==> config.mk <==
export PLATFORM = sky130hd
export DESIGN_NAME = instr_fetch_unit
export DESIGN_NICKNAME = d
export VERILOG_FILES = /design/src/rtl/ifu_pkg.sv /design/src/rtl/ifu_fifo.sv /design/src/rtl/instr_fetch_unit.sv
export SDC_FILE = /design/constraint.sdc
export NUM_CORES = 1
export LEC_CHECK = 0
export BUFFER_PORTS_ARGS = -buffer_cell sky130_fd_sc_hd__clkbuf_2
export CORE_MARGIN = 2
export CORE_UTILIZATION = 25
export DETAILED_ROUTE_END_ITERATION = 6
export PLACE_DENSITY = 0.44
export SYNTH_ARGS = -nofsm -noshare
export SYNTH_HDL_FRONTEND = slang
export SYNTH_SLANG_ARGS = --single-unit
==> constraint.sdc <==
create_clock -name clk_i -period 10.1 [get_ports clk_i]
set_input_delay 2.02 -clock clk_i [delete_from_list [all_inputs] [get_ports clk_i]]
set_output_delay 2.02 -clock clk_i [all_outputs]
set_load 0.005 [all_outputs]
==> src/rtl/ifu_pkg.sv <==
// Shared types and constants for the instruction fetch unit.
package ifu_pkg;
  localparam logic [31:0] IFU_RESET_PC = 32'h0000_0000;
  localparam int          INSTR_W      = 32;
  localparam logic [31:0] PC_INC       = 32'd4;

  typedef struct packed {
    logic [INSTR_W-1:0] instr;
    logic [31:0]        pc;
  } ifu_entry_t;
endpackage

==> src/rtl/ifu_fifo.sv <==
// Synchronous instruction queue: push, pop, flush (flush wins), occupancy count.
module ifu_fifo
  import ifu_pkg::*;
#(
  parameter int DEPTH = 4,
  localparam int AW   = $clog2(DEPTH),
  localparam int CW   = $clog2(DEPTH + 1)
) (
  input  logic          clk_i,
  input  logic          rst_i,
  input  logic          i_push,
  input  ifu_entry_t    i_data,
  input  logic          i_pop,
  input  logic          i_flush,
  output ifu_entry_t    o_head,
  output logic [CW-1:0] o_count
);
  ifu_entry_t    r_mem [DEPTH];
  logic [AW-1:0] r_rd, r_wr;
  logic [CW-1:0] r_cnt;
  logic          w_pop, w_push;

  // Pop only when occupied; push only when a slot is (or is becoming) free.
  assign w_pop  = i_pop & (r_cnt != '0);
  assign w_push = i_push & ((r_cnt != CW'(DEPTH)) | w_pop);

  // Pointer/count update; storage cleared on reset so the head reads zero.
  always_ff @(posedge clk_i) begin
    if (!rst_i) begin
      r_rd  <= '0;
      r_wr  <= '0;
      r_cnt <= '0;
      for (int i = 0; i < DEPTH; i++) r_mem[i] <= '0;
    end else if (i_flush) begin
      r_rd  <= '0;
      r_wr  <= '0;
      r_cnt <= '0;
    end else begin
      if (w_push) begin
        r_mem[r_wr] <= i_data;
        r_wr        <= r_wr + AW'(1);
      end
      if (w_pop) r_rd <= r_rd + AW'(1);
      r_cnt <= r_cnt + CW'(w_push) - CW'(w_pop);
    end
  end

  assign o_head  = r_mem[r_rd];
  assign o_count = r_cnt;
endmodule

==> src/rtl/instr_fetch_unit.sv <==
// Instruction fetch front-end: credit-limited imem requests, in-order response
// tracking with stale-response discard after redirects, and an instruction queue.
// Optional IFU_PERF_EN adds fetch_cnt_o / drop_cnt_o performance counters.
module instr_fetch_unit
  import ifu_pkg::*;
#(
  parameter int          DEPTH    = 4,
  parameter logic [31:0] RESET_PC = IFU_RESET_PC
) (
  input  logic        clk_i,
  input  logic        rst_i,
  output logic        imem_req_o,
  output logic [31:0] imem_addr_o,
  input  logic        imem_gnt_i,
  input  logic        imem_rvalid_i,
  input  logic [31:0] imem_rdata_i,
  output logic        instr_valid_o,
  output logic [31:0] instr_o,
  output logic [31:0] instr_pc_o,
  input  logic        instr_ready_i,
  input  logic        redirect_i,
  input  logic [31:0] redirect_pc_i
`ifdef IFU_PERF_EN
  ,
  output logic [31:0] fetch_cnt_o,
  output logic [31:0] drop_cnt_o
`endif
);
  localparam int CW = $clog2(DEPTH + 1);

  logic [31:0]   r_fetch_pc, r_resp_pc;
  logic [CW-1:0] r_outstanding, r_discard;
  logic [CW-1:0] w_count;
  logic [CW:0]   w_inflight;
  logic          w_req, w_acc, w_rv, w_drop, w_push, w_pop;
  logic [31:0]   w_redir_pc;
  ifu_entry_t    w_head, w_push_data;
  logic          w_unused_lsb;

  assign w_redir_pc   = {redirect_pc_i[31:2], 2'b00};
  assign w_unused_lsb = ^redirect_pc_i[1:0];

  // Credit rule: in-flight plus buffered never exceeds the queue depth.
  assign w_inflight = {1'b0, r_outstanding} + {1'b0, w_count};
  assign w_req      = rst_i & ~redirect_i & (w_inflight < (CW+1)'(DEPTH));
  assign w_acc      = w_req & imem_gnt_i;

  // A response only counts when something is outstanding; stale ones are dropped.
  assign w_rv   = imem_rvalid_i & (r_outstanding != '0);
  assign w_drop = w_rv & (redirect_i | (r_discard != '0));
  assign w_push = w_rv & ~w_drop;
  assign w_pop  = instr_ready_i & ~redirect_i & instr_valid_o;

  assign w_push_data = '{instr: imem_rdata_i, pc: r_resp_pc};

  ifu_fifo #(.DEPTH(DEPTH)) u_fifo (
    .clk_i   (clk_i),
    .rst_i   (rst_i),
    .i_push  (w_push),
    .i_data  (w_push_data),
    .i_pop   (w_pop),
    .i_flush (redirect_i),
    .o_head  (w_head),
    .o_count (w_count)
  );

  // PC registers and outstanding/discard accounting; redirect overrides all.
  always_ff @(posedge clk_i) begin
    if (!rst_i) begin
      r_fetch_pc    <= RESET_PC;
      r_resp_pc     <= RESET_PC;
      r_outstanding <= '0;
      r_discard     <= '0;
    end else if (redirect_i) begin
      r_fetch_pc    <= w_redir_pc;
      r_resp_pc     <= w_redir_pc;
      r_outstanding <= r_outstanding - CW'(w_rv);
      r_discard     <= r_outstanding - CW'(w_rv);
    end else begin
      if (w_acc)  r_fetch_pc <= r_fetch_pc + PC_INC;
      if (w_push) r_resp_pc  <= r_resp_pc + PC_INC;
      r_outstanding <= r_outstanding + CW'(w_acc) - CW'(w_rv);
      if (w_rv && (r_discard != '0)) r_discard <= r_discard - CW'(1);
    end
  end

`ifdef IFU_PERF_EN
  // Pops delivered downstream and responses thrown away, both free-running.
  always_ff @(posedge clk_i) begin
    if (!rst_i) begin
      fetch_cnt_o <= '0;
      drop_cnt_o  <= '0;
    end else begin
      if (w_pop)  fetch_cnt_o <= fetch_cnt_o + 32'd1;
      if (w_drop) drop_cnt_o  <= drop_cnt_o + 32'd1;
    end
  end
`endif

  assign imem_req_o    = w_req;
  assign imem_addr_o   = r_fetch_pc;
  assign instr_valid_o = (w_count != '0);
  assign instr_o       = w_head.instr;
  assign instr_pc_o    = w_head.pc;
endmodule

# ---- Yosys cells after proc, flatten, opt, wreduce, memory -nomap -nowiden
# Memories as Yosys holds them, arrays and structs flattened. A register that Yosys moved wholly into a read port is not among the register bits.
# Index checks and enable logic that the tools add are counted.
# Widths: inputs -> output; s select.
dict set report word_totals {
  ff_bits 77
  word_cells 64
  n_memories 1
  ram_bits 256
}
# memory depth width rd rd_clocked_by_memory_dff wr line
set memory_table {}
lappend memory_table {u_fifo.r_mem 4 64 1 1 4 ifu_fifo.sv:18} ;# ifu_entry_t r_mem [DEPTH];
dict set report op_classes {
  bitwise 15
  n_addsub 11
  magnitude_cmp 1
  mux 17
  eq_ne 1
  n_reduce_logical 9
}
# operator count
set ops {}
lappend ops {{$mux 32} 4}
lappend ops {{$add 32x3->32 const B} 2}
lappend ops {{$mux 64} 1}
lappend ops {{$reduce_or 64->1} 1}
lappend ops {{$and 1x1->1} 10}
lappend ops {{$mux 3} 3}
lappend ops {{$reduce_bool 3->1} 3}
lappend ops {{$sub 3x1->3} 3}
lappend ops {{$add 3x1->3} 2}
lappend ops {{$mux 1} 6}
lappend ops {{$mux 2} 3}
lappend ops {{$reduce_bool 2->1} 3}
lappend ops {{$add 2x1->2 const B} 2}
lappend ops {{$add 3x3->4} 1}
lappend ops {{$lt 4x3->1 const B} 1}
lappend ops {{$ne 3x3->1 const B} 1}
lappend ops {{$not 1->1} 3}
lappend ops {{$sub 3x1->3 const B} 1}
lappend ops {{$or 1x1->1} 2}
lappend ops {{$reduce_or 2->1} 1}
lappend ops {{$logic_and 1x1->1} 1}

# ---- Longest topological paths before layout
# Gate-level depths: netlist (run 1).
dict set report depth {
  depth_word 12
  mapped_depth 14
}

# ---- Cells and area by module
# Synthesis (run 1) repeated with hierarchy kept, for this count alone.
dict set report hier_totals {
  hier_cells 1148
  area_unflattened_um2 15247.1
}
# module seq_area_each_um2 area_per_inst_um2 n_inst cells_each
set by_module_without_submodules {}
lappend by_module_without_submodules {ifu_fifo 7867.5 11419.7 1 669}
lappend by_module_without_submodules {instr_fetch_unit 1321.3 3827.4 1 479}

# ---- Least setup slack after synthesis (run 1)
# No wires, ideal clock.
dict set report synth_path {
  kind {in2reg}
  from {in redirect_i}
  to {mem u_fifo.r_mem[0][10] (netlist bit) (enable)}
  path_stages 4
  path_buffers 1
  setup_ns 0.574
  setup_slack_ns 2.051
  t_arrival_ns 7.475
  required_ns 9.526
  path_cell_list {buf_6 -> or3b_1 -> or3_1 -> o31ai_1}
}
# element line
set synth_lines {}
lappend synth_lines {{start, declared} instr_fetch_unit.sv:21} ;# input logic redirect_i,
lappend synth_lines {{end, declared} ifu_fifo.sv:18}

==> reports/results.txt, run 1 <==
status - finished clean
core area - 59200 sq um
Psw - 836 uW
Detail Placement HPWL - 25200 microns
WP data required - 10.52 ns
Hold Vio Cnt, Final - 0
post-synthesis cell area - 15000 sq um
Seq pwr share - 47.6%
CTS Buffer Depth - 3
Fin Setup TNS - 0 ns
largest net degree at the start of global routing - 73
switching share of total power - 25.3%
DRT iter0 DRCs - 488
Max Cap Viol - 0
worst hold-check path type - reg2reg
main flop type after synthesis - edfxtp_1
Slew @ Worst Pin - 1.15 ns
GP Congestion - 0.772
Via Count - 9531
final setup fails - 0
vias in the first global route - 9954
CTS sink count - 323
worst r2r path cells - 9
crit path time final - 5.17 ns
vias per cell - 4.57
slew margin rel. - 22.8%
RSZ-0062 raised after global routing - no
worst vdd ir - 0.0000973 V
DP Cell Count - 2015
Global Route Usage Sum - 13.5%
Setup crit end kind - flip-flop
Final Cell Area - 17900 sq um
Placed Area - 16600 sq um
Post-Syn Instances - 1141
Seq/Total Area, Yosys - 59.6%
TritonRoute pass-1 iters - 5
I/O pin count - 168
post-DR wirelength/cell - 20.2 microns
Hold Crit Depth - 2
grt total ovfl - 0
Clock transition at path regs - 0.06 ns
final WL - 42100 microns
Fmax - 0.193 GHz
Synth cell types - 72
row count - 89
Final nets - 1368
global-route wire length before repair - 63600 microns
hold endpoint - u_fifo.r_rd[1]
fin crit share - 51.2%
initial core utilization - 25.3%
CTS tree - done
Final ANT Viol Nets - 0
Worst R2R End - u_fifo.r_mem[0][5]
leak pwr - 0.00653 uW
Area growth, synth to finish - 19.2%
Yosys reg bits - 323
CP Class - in2reg
setup ws final - 4.93 ns
layout cells sized above 1 - 24.8%
fraction of registers with async set/reset - 0%
clock root cell - clkbuf_16
Int Pwr - 2470 uW
Clock Power Share - 42.5%
HP Start - u_fifo.r_rd[1]
PwrDens - 185 nW/um^2
Finished Layout Cells - 2087
YS warnings - 0
Crit Reg-Reg Startpoint - r_discard[0]
die area - 62000 sq um
Final Skew - 0.0215 ns
Vert. Die Dim - 249 microns
Combinational Power Share - 9.9%
initial antenna violation count - 0
post-synthesis area per instance - 13.2 sq um
Post-route DRC - 0
crit-path max FO - 61
PostCTS Resize Cnt - 0
htree depth - 2
pins over their slew limit - 0
Critical Path AT - 5.59 ns
EDFF count, synth - 248
Post-CTS Setup Repair Bufs - 0
CTS Buf Count - 40
post-place setup slack - 4.14 ns
critical path launch point type - input pin
# port buffers - 161
clk_lat worst skew - 0.56 ns
Min Hold Slack - 0.541 ns
# hold bufs at CTS - 0
DIE WIDTH - 249 microns
setup slack, reg-to-reg - 6.25 ns
-- synthesized netlist by cell type (3+ instances only) --
library cell,n,area (sq um)
o21a_1,7,52.6
nand4b_1,3,26.3
nor2b_1,4,25.0
nor2_1,33,124
and2_1,254,1590
nor4_1,4,25.0
nor4_2,5,62.6
nand2_1,54,203
inv_1,17,63.8
xor2_1,15,131
clkbuf_1,46,173
a31oi_1,12,75.1
nor3_1,12,60.1
mux4_2,62,1400
buf_2,23,115
nand3_1,29,145
a32oi_1,3,26.3
and3_1,15,93.8
a21oi_1,39,195
buf_4,5,37.5
o21ai_0,42,210
dfxtp_1,75,1500
o41a_1,3,33.8
nor4_4,3,63.8
and4_1,6,52.6
or3_1,7,43.8
edfxtp_1,248,7450
inv_2,3,11.3
buf_6,4,45.0
ha_1,12,150
o311ai_0,3,26.3
a211oi_1,5,37.5
xnor2_1,17,149
nand4_1,22,138
-- routing by layer --
layer / vias to the layer above / wire length (microns) / GRT usage, %
met4: 0 / 798 / 4.03
met5: - / 0 / 0
met1: 4758 / 19700 / 18.6
met3: 50 / 2030 / 2.65
met2: 239 / 19700 / 21.6
li1: 4484 / - / -
-- cell type report --
class,count,area [sq um]
Clock buffer,50,1090
Clock inverter,21,185
Timing Repair Buffer,177,926
Multi-Input combinational cell,720,5680
Sequential cell,323,8960
Inverter,22,85.1
Tap cell,773,967
Fill cell,5997,41400
Antenna cell,1,2.50
-- sequential cells by signal, indices dropped and copies added, names as in the netlist, named ones only --
| register | cells |
|---|---|
| u_fifo.r_mem | 248 |
| imem_addr_o | 30 |
| r_resp_pc | 30 |
| r_discard | 3 |
| r_outstanding | 3 |
| u_fifo.o_count | 3 |
| u_fifo.r_rd | 2 |
| u_fifo.r_wr | 2 |
-- worst max-delay path: stages --
cell	delay (ns)
clkbuf_2	0.39
nand2_1	0.49
nor3_4	0.28
buf_4	0.65
nor3b_4	0.87
buf_4	0.62
and2_1	0.22
-- through the flow --
step | util (%) | total power (uW)
6_report | 30.2 | 3310
5_1_grt | 30.2 | 3450
4_1_cts | 30.2 | 3370
3_5_place_dp | 28.0 | 1940
2_1_floorplan | - | 1790
3_3_place_gp | 28.0 | 1930
-- power by group through the flow --
stage | Clock (uW) | Combinational, uW | Sequential (uW)
finish | 1400 | 329 | 1570
global route | 1500 | 367 | 1580
CTS | 1460 | 338 | 1570
detailed placement | 0 | 337 | 1600
global placement | 0 | 335 | 1600
floorplan | 0 | 202 | 1590
-- cells by family after synthesis --
logic type	count (synthesis)	synth area share, %
compound gates	131	5.33
xor+xnor	32	1.87
fa+ha+maj	14	1.27
buf+inv	101	3.06
flops	323	59.6
mux	67	9.66
other cells	1	0.0250
simple gates	472	19.2
-- layout by cell type, fill, tap and decap left out, drive strengths merged, types with 14 or more instances in the layout --
| master | count |
|---|---|
| and2 | 255 |
| edfxtp | 248 |
| clkbuf | 211 |
| dfxtp | 75 |
| mux4 | 62 |
| nand2 | 54 |
| o21ai | 42 |
| a21oi | 39 |
| nor2 | 33 |
| nand3 | 31 |
| nand4 | 23 |
| inv | 21 |
| clkinv | 18 |
| xnor2 | 17 |
| buf | 16 |
| and3 | 15 |
| xor2 | 15 |
| nor3 | 14 |
-- how the worst max path moves through the flow --
stage | start | endpoint | slack (ns) | cells past startpoint
5_1_grt | rst_i | u_fifo.r_mem[0][5] | 4.60 | 7
3_3_place_gp | rst_i | u_fifo.r_mem[0][17] | 4.16 | 7
4_1_cts | rst_i | u_fifo.r_mem[0][5] | 4.74 | 7
6_report | rst_i | u_fifo.r_mem[0][5] | 4.93 | 7
3_5_place_dp | rst_i | u_fifo.r_mem[0][5] | 4.14 | 7
2_1_floorplan | redirect_i | u_fifo.r_mem[0][10] | 2.05 | 4
No activity file was read; power rests on OpenSTA's default activity.
==> inputs of run 2 (changes only) <==
Clock period 10.1 ns to 5.28 ns, I/O delays scaled along.
==> reports/results.txt, run 2 (synthesized netlist as in run 1, its figures left out) <==
largest net degree at the start of global routing - 73 (unchanged)
CP Class - reg2out
clock root cell - clkbuf_16
htree depth - 2 (unchanged)
Hold Crit Depth - 2 (unchanged)
post-DR wirelength/cell - 19.9 microns (-1.5%)
commonest non-fill, non-tap cells in the layout - and2_1 (254), edfxtp_1 (248), clkbuf_2 (161)
CTS sink count - 323 (unchanged)
gr busiest metal - met2
status - finished clean
Clock transition at path regs - 0.06 ns (about the same)
Fmax - 0.283 GHz
core area - 59200 sq um (unchanged)
CP max stage delay - 0.79 ns (-0.08 ns)
WP data required - 4.22 ns (-6.30 ns)
DRT iter0 DRCs - 584 (+20%)
fill count - 6033 (+0.60%)
global-route wire length before repair - 63400 microns (-0.27%)
clk_lat worst skew - 0.55 ns (about the same)
final setup fails - 0 (unchanged)
fin crit share - 67.0%
Detail Placement HPWL - 25300 microns (+0.36%)
Vert. Die Dim - 249 microns (unchanged)
Final ANT Viol Nets - 0 (unchanged)
TritonRoute pass-1 iters - 6 (+1)
Final nets - 1370 (+0.15%)
Critical-path top delay cell - dfxtp_4
CTS Buffer Depth - 3 (unchanged)
# port buffers - 161 (unchanged)
Fin Setup TNS - 0 ns (unchanged)
Area growth, synth to finish - 19.3% (about the same)
met2 GRT Util - 21.7% (+0.13 points)
Slew @ Worst Pin - 1.02 ns (-0.131 ns)
initial antenna violation count - 0 (unchanged)
vias in the first global route - 10.0k (+0.81%)
worst hold-check path type - reg2reg
Final Skew - 0.0204 ns (-0.00108 ns)
Hold Vio Cnt, Final - 0 (unchanged)
die area - 62000 sq um (unchanged)
crit path time final - 3.54 ns
Global Route Usage Sum - 13.4% (-0.15 points)
ant diodes - 0 (-1)
max FFs per register - 248 (unchanged)
row count - 89 (unchanged)
Post-route DRC - 0 (unchanged)
slew margin rel. - 31.6% (+8.8 points)
I/O pin count - 168 (unchanged)
worst vdd ir - 0.000147 V (+51%)
Max Cap Viol - 0 (unchanged)
Setup crit end kind - output port
CTS tree - done
# hold bufs at CTS - 0 (unchanged)
final WL - 41500 microns (-1.5%)
crit-path max FO - 34 (-44%)
Worst R2R End - u_fifo.r_mem[0][57]
RSZ-0062 raised after global routing - no
Cell Chain, Critical Path - buf_12 -> mux4_2 -> clkbuf_2
worst r2r path cells - 9 (unchanged)
leak pwr - 0.00654 uW (about the same)
met1 Use GR - 18.3% (-0.30 points)
PostCTS Resize Cnt - 0 (unchanged)
Crit Reg-Reg Startpoint - r_discard[0]
HP Start - imem_addr_o[18]
vias per cell - 4.55 (-0.35%)
Post-CTS Setup Repair Bufs - 0 (unchanged)
grt total ovfl - 0 (unchanged)
initial core utilization - 25.3% (unchanged)
CTS Buf Count - 39 (-2.5%)
GP Congestion - 0.755 (-2.2%)
Via Count - 9498 (-0.35%)
pins over their slew limit - 0 (unchanged)
critical path launch point type - flip-flop
DIE WIDTH - 249 microns (unchanged)
setup slack, reg-to-reg - 2.25 ns (-4.00 ns)
Critical Path AT - 2.48 ns (-3.11 ns)
most common cell after layout, fill and taps aside - and2_1
PwrDens - 346 nW/um^2 (+87%)
Top reg by flops - u_fifo.r_mem
global routing usage on met3 - 2.72% (+0.063 points)
total chip power - 6190 uW (+87%)
layout cells sized above 1 - 24.9% (+0.13 points)
hold endpoint - imem_addr_o[18]
[run 2: cell types whose count changed in the layout (fill, tap and decap cells not counted), sizes merged]
cell / change
bufinv: -2
diode: -1
inv: +1
buf: +3
clkbuf: +3
clkinv: -4
[run 2: layer usage]
metal  share of wire [%]  wire length [microns]
met5                   0                      0
met4                 1.3                    556
met3                 5.3                   2180
met2                  47                  19500
met1                  46                  19200
[run 2: layout make-up]
cell class | count | area, sq um | area share [%]
Clock buffer | 53 | 1100 | 6.16
Clock inverter | 16 | 91.3 | 0.510
Inverter | 22 | 85.1 | 0.475
Multi-Input combinational cell | 720 | 5680 | 31.7
Sequential cell | 323 | 8960 | 50.0
Tap cell | 773 | 967 | 5.40
Timing Repair Buffer | 180 | 1020 | 5.72
[run 2: through the flow]
step	area [sq um]	std cells	worst slack, ns	hold slack [ns]	utilization [%]
after floorplan	15000	1144	-0.0792	0.485	-
after global placement	16700	2018	1.49	0.512	28.2
after detailed placement	16700	2018	1.52	0.518	28.2
after CTS	17900	2087	1.59	0.527	30.2
after global routing	17900	2087	1.54	0.555	30.2
final	17900	2087	1.74	0.526	30.2
[run 2: how the worst max path moves through the flow]
stage                           from             endpoint  slack (ns)  cells past startpoint
after detailed placement  redirect_i     r_outstanding[2]        1.52                     12
after floorplan           redirect_i  u_fifo.r_mem[1][10]       -0.08                      6
after global placement    redirect_i     r_outstanding[2]        1.49                     12
after global routing       flip-flop        instr_pc_o[6]        1.54                      3
final                      flip-flop        instr_pc_o[6]        1.74                      3
after CTS                  flip-flop        instr_pc_o[6]        1.59                      3
[run 2: critical path: cells and delay by family, from the launching register on]
family	cells	cell delay (ns)
buf+inv	2	0.52
flops	1	0.79
mux	1	0.60
[run 2: power by group]
part	switching [uW]	internal (uW)
clock	1080	1460
combinational	374	264
sequential	105	2900
==> inputs of run 3 (changes only) <==
Clock period 5.28 ns to 3.7 ns, I/O delays scaled along.
==> reports/results.txt, run 3 (synthesized netlist as in run 1, its figures left out) <==
register area - 8960 sq um (unchanged)
CTS tree - done
multi-input combinational cell area - 5680 sq um (unchanged)
largest net degree at the start of global routing - 72 (-1.4%)
leak pwr - 0.00665 uW (+1.6%)
Final nets - 1383 (+0.95%)
vias in the first global route - 10.0k (-0.10%)
total chip power - 9000 uW (+45%)
setup ws final - 0.739 ns (-1.00 ns)
RSZ-0062 raised after global routing - no
die area - 62000 sq um (unchanged)
top routing layer used - met4
final WL - 42200 microns (+1.7%)
Critical-path top delay cell - dfxtp_1
Area growth, synth to finish - 20.8%
Final ANT Viol Nets - 0 (unchanged)
PwrDens - 496 nW/um^2 (+43%)
Final Cell Area - 18100 sq um (+1.3%)
Post-route DRC - 0 (unchanged)
fill count - 6004 (-0.48%)
Vert. Die Dim - 249 microns (unchanged)
Post-CTS Setup Repair Bufs - 0 (unchanged)
Hold Vio Cnt, Final - 0 (unchanged)
max FFs per register - 248 (unchanged)
global-route wire length before repair - 64100 microns (+1.0%)
final setup fails - 0 (unchanged)
commonest non-fill, non-tap cells in the layout - and2_1 (254), edfxtp_1 (248), clkbuf_2 (161)
PostCTS Resize Cnt - 0 (unchanged)
CTS Buf Count - 40 (+2.6%)
CTS sink count - 323 (unchanged)
WP data required - 4.14 ns (-0.08 ns)
TritonRoute pass-1 iters - 5 (-1)
# port buffers - 161 (unchanged)
pins over their slew limit - 0 (unchanged)
CP Class - reg2reg
clock root cell - clkbuf_16
Slew @ Worst Pin - 0.970 ns (-0.0519 ns)
core area - 59200 sq um (unchanged)
CP max stage delay - 0.44 ns (-0.35 ns)
most common cell after layout, fill and taps aside - and2_1
Cell Chain, Critical Path - ha_1 -> a31oi_1 -> and3_1 -> inv_4 -> ha_1 -> inv_1 -> ha_1 -> fa_1 -> xor2_1 -> o21ai_0 -> xnor2_1 -> nor2_1
Via Count - 9541 (+0.45%)
worst vdd ir - 0.000258 V (+76%)
CTS Buffer Depth - 3 (unchanged)
clk_lat worst skew - 0.56 ns (about the same)
Setup crit end kind - flip-flop
Min Hold Slack - 0.446 ns (-0.0795 ns)
Finished Layout Cells - 2104 (+0.81%)
Clock transition at path regs - 0.06 ns (about the same)
I/O pin count - 168 (unchanged)
crit path time final - 2.96 ns
DIE WIDTH - 249 microns (unchanged)
post-DR wirelength/cell - 20.1 microns (+0.85%)
slew margin rel. - 35.1% (+3.5 points)
worst hold-check path type - in2reg
layout cells sized above 1 - 25.2% (+0.30 points)
cell mode on critical path - ha_1
post-place setup slack - 0.584 ns (-0.936 ns)
M1 WL - 19800 microns (+3.2%)
fin crit share - 80.0%
vias per cell - 4.53 (-0.36%)
critical path launch point type - flip-flop
row count - 89 (unchanged)
Fmax - 0.338 GHz
grt total ovfl - 0 (unchanged)
met3 wire length - 1590 microns (-27%)
Detail Placement HPWL - 26100 microns (+3.3%)
Met2 Wirelength - 20000 microns (+2.5%)
initial antenna violation count - 1 (+1)
Max Cap Viol - 0 (unchanged)
Critical Path AT - 3.40 ns (+0.92 ns)
DP Cell Count - 2030 (+0.59%)
Final Skew - 0.0246 ns (+0.00421 ns)
initial core utilization - 25.3% (unchanged)
Global Route Usage Sum - 13.6% (+0.21 points)
htree depth - 2 (unchanged)
Top reg by flops - u_fifo.r_mem
status - finished clean
# hold bufs at CTS - 0 (unchanged)
DRT iter0 DRCs - 545 (-6.7%)
crit-path max FO - 25 (-26%)
Placed Area - 16900 sq um (+1.1%)
GP Congestion - 0.773 (+2.4%)
run 3: cell count changes in the layout (fill, tap and decap cells not counted), sizes merged:
cell      before  now
buf           19   31
bufinv         0    2
clkbuf       214  215
clkinv        14   17
clkinvlp       2    1
diode          0    1
inv           22   21
run 3: final timing paths:
path | start | endpoint | slack, ns | cells after the start
max | u_fifo.o_count[1] | r_outstanding[2] | 0.74 | 12
min | redirect_pc_i[20] | r_resp_pc[20] | 0.45 | 3
max reg2reg | u_fifo.o_count[1] | r_outstanding[2] | 0.74 | 12
min reg2reg | u_fifo.r_rd[1] | flip-flop | 0.54 | 2
run 3: critical path, delay by kind of cell (launching register included):
kind                     cells  cell delay [ns]
AO/OA/AOI/OAI                2             0.48
adder cells (fa/ha/maj)      4             1.14
XOR/XNOR                     2             0.29
AND/OR/NAND/NOR              2             0.33
buffers and inverters        2             0.18
flip-flops                   1             0.44
run 3: metal layers:
layer / global-route usage (%) / vias to the layer above
met5: 0 / -
met4: 3.43 / 0
met3: 2.31 / 52
met2: 22.6 / 212
met1: 18.4 / 4742
li1: - / 4535
run 3: power breakdown:
part	internal [uW]	leakage (uW)	switching, uW
Combinational	400	0.00286	544
Clock	2220	0.000602	1550
Sequential	4140	0.00319	151
run 3: final cells by class:
| type | count | share of cell area [%] |
|---|---|---|
| tap | 773 | 5.33 |
| antenna | 1 | 0.0138 |
| timing repair buffer | 192 | 6.62 |
| clock buffer | 54 | 6.04 |
| sequential | 323 | 49.4 |
| multi-input combinational | 720 | 31.3 |
| clock inverter | 19 | 0.828 |
| inverter | 22 | 0.469 |
run 3: per-stage QoR:
step / util (%) / TNS, ns
3_5_place_dp: 28.5 / 0
2_1_floorplan: - / -0.369
6_report: 30.6 / 0
3_3_place_gp: 28.5 / 0
5_1_grt: 30.6 / 0
4_1_cts: 30.6 / 0
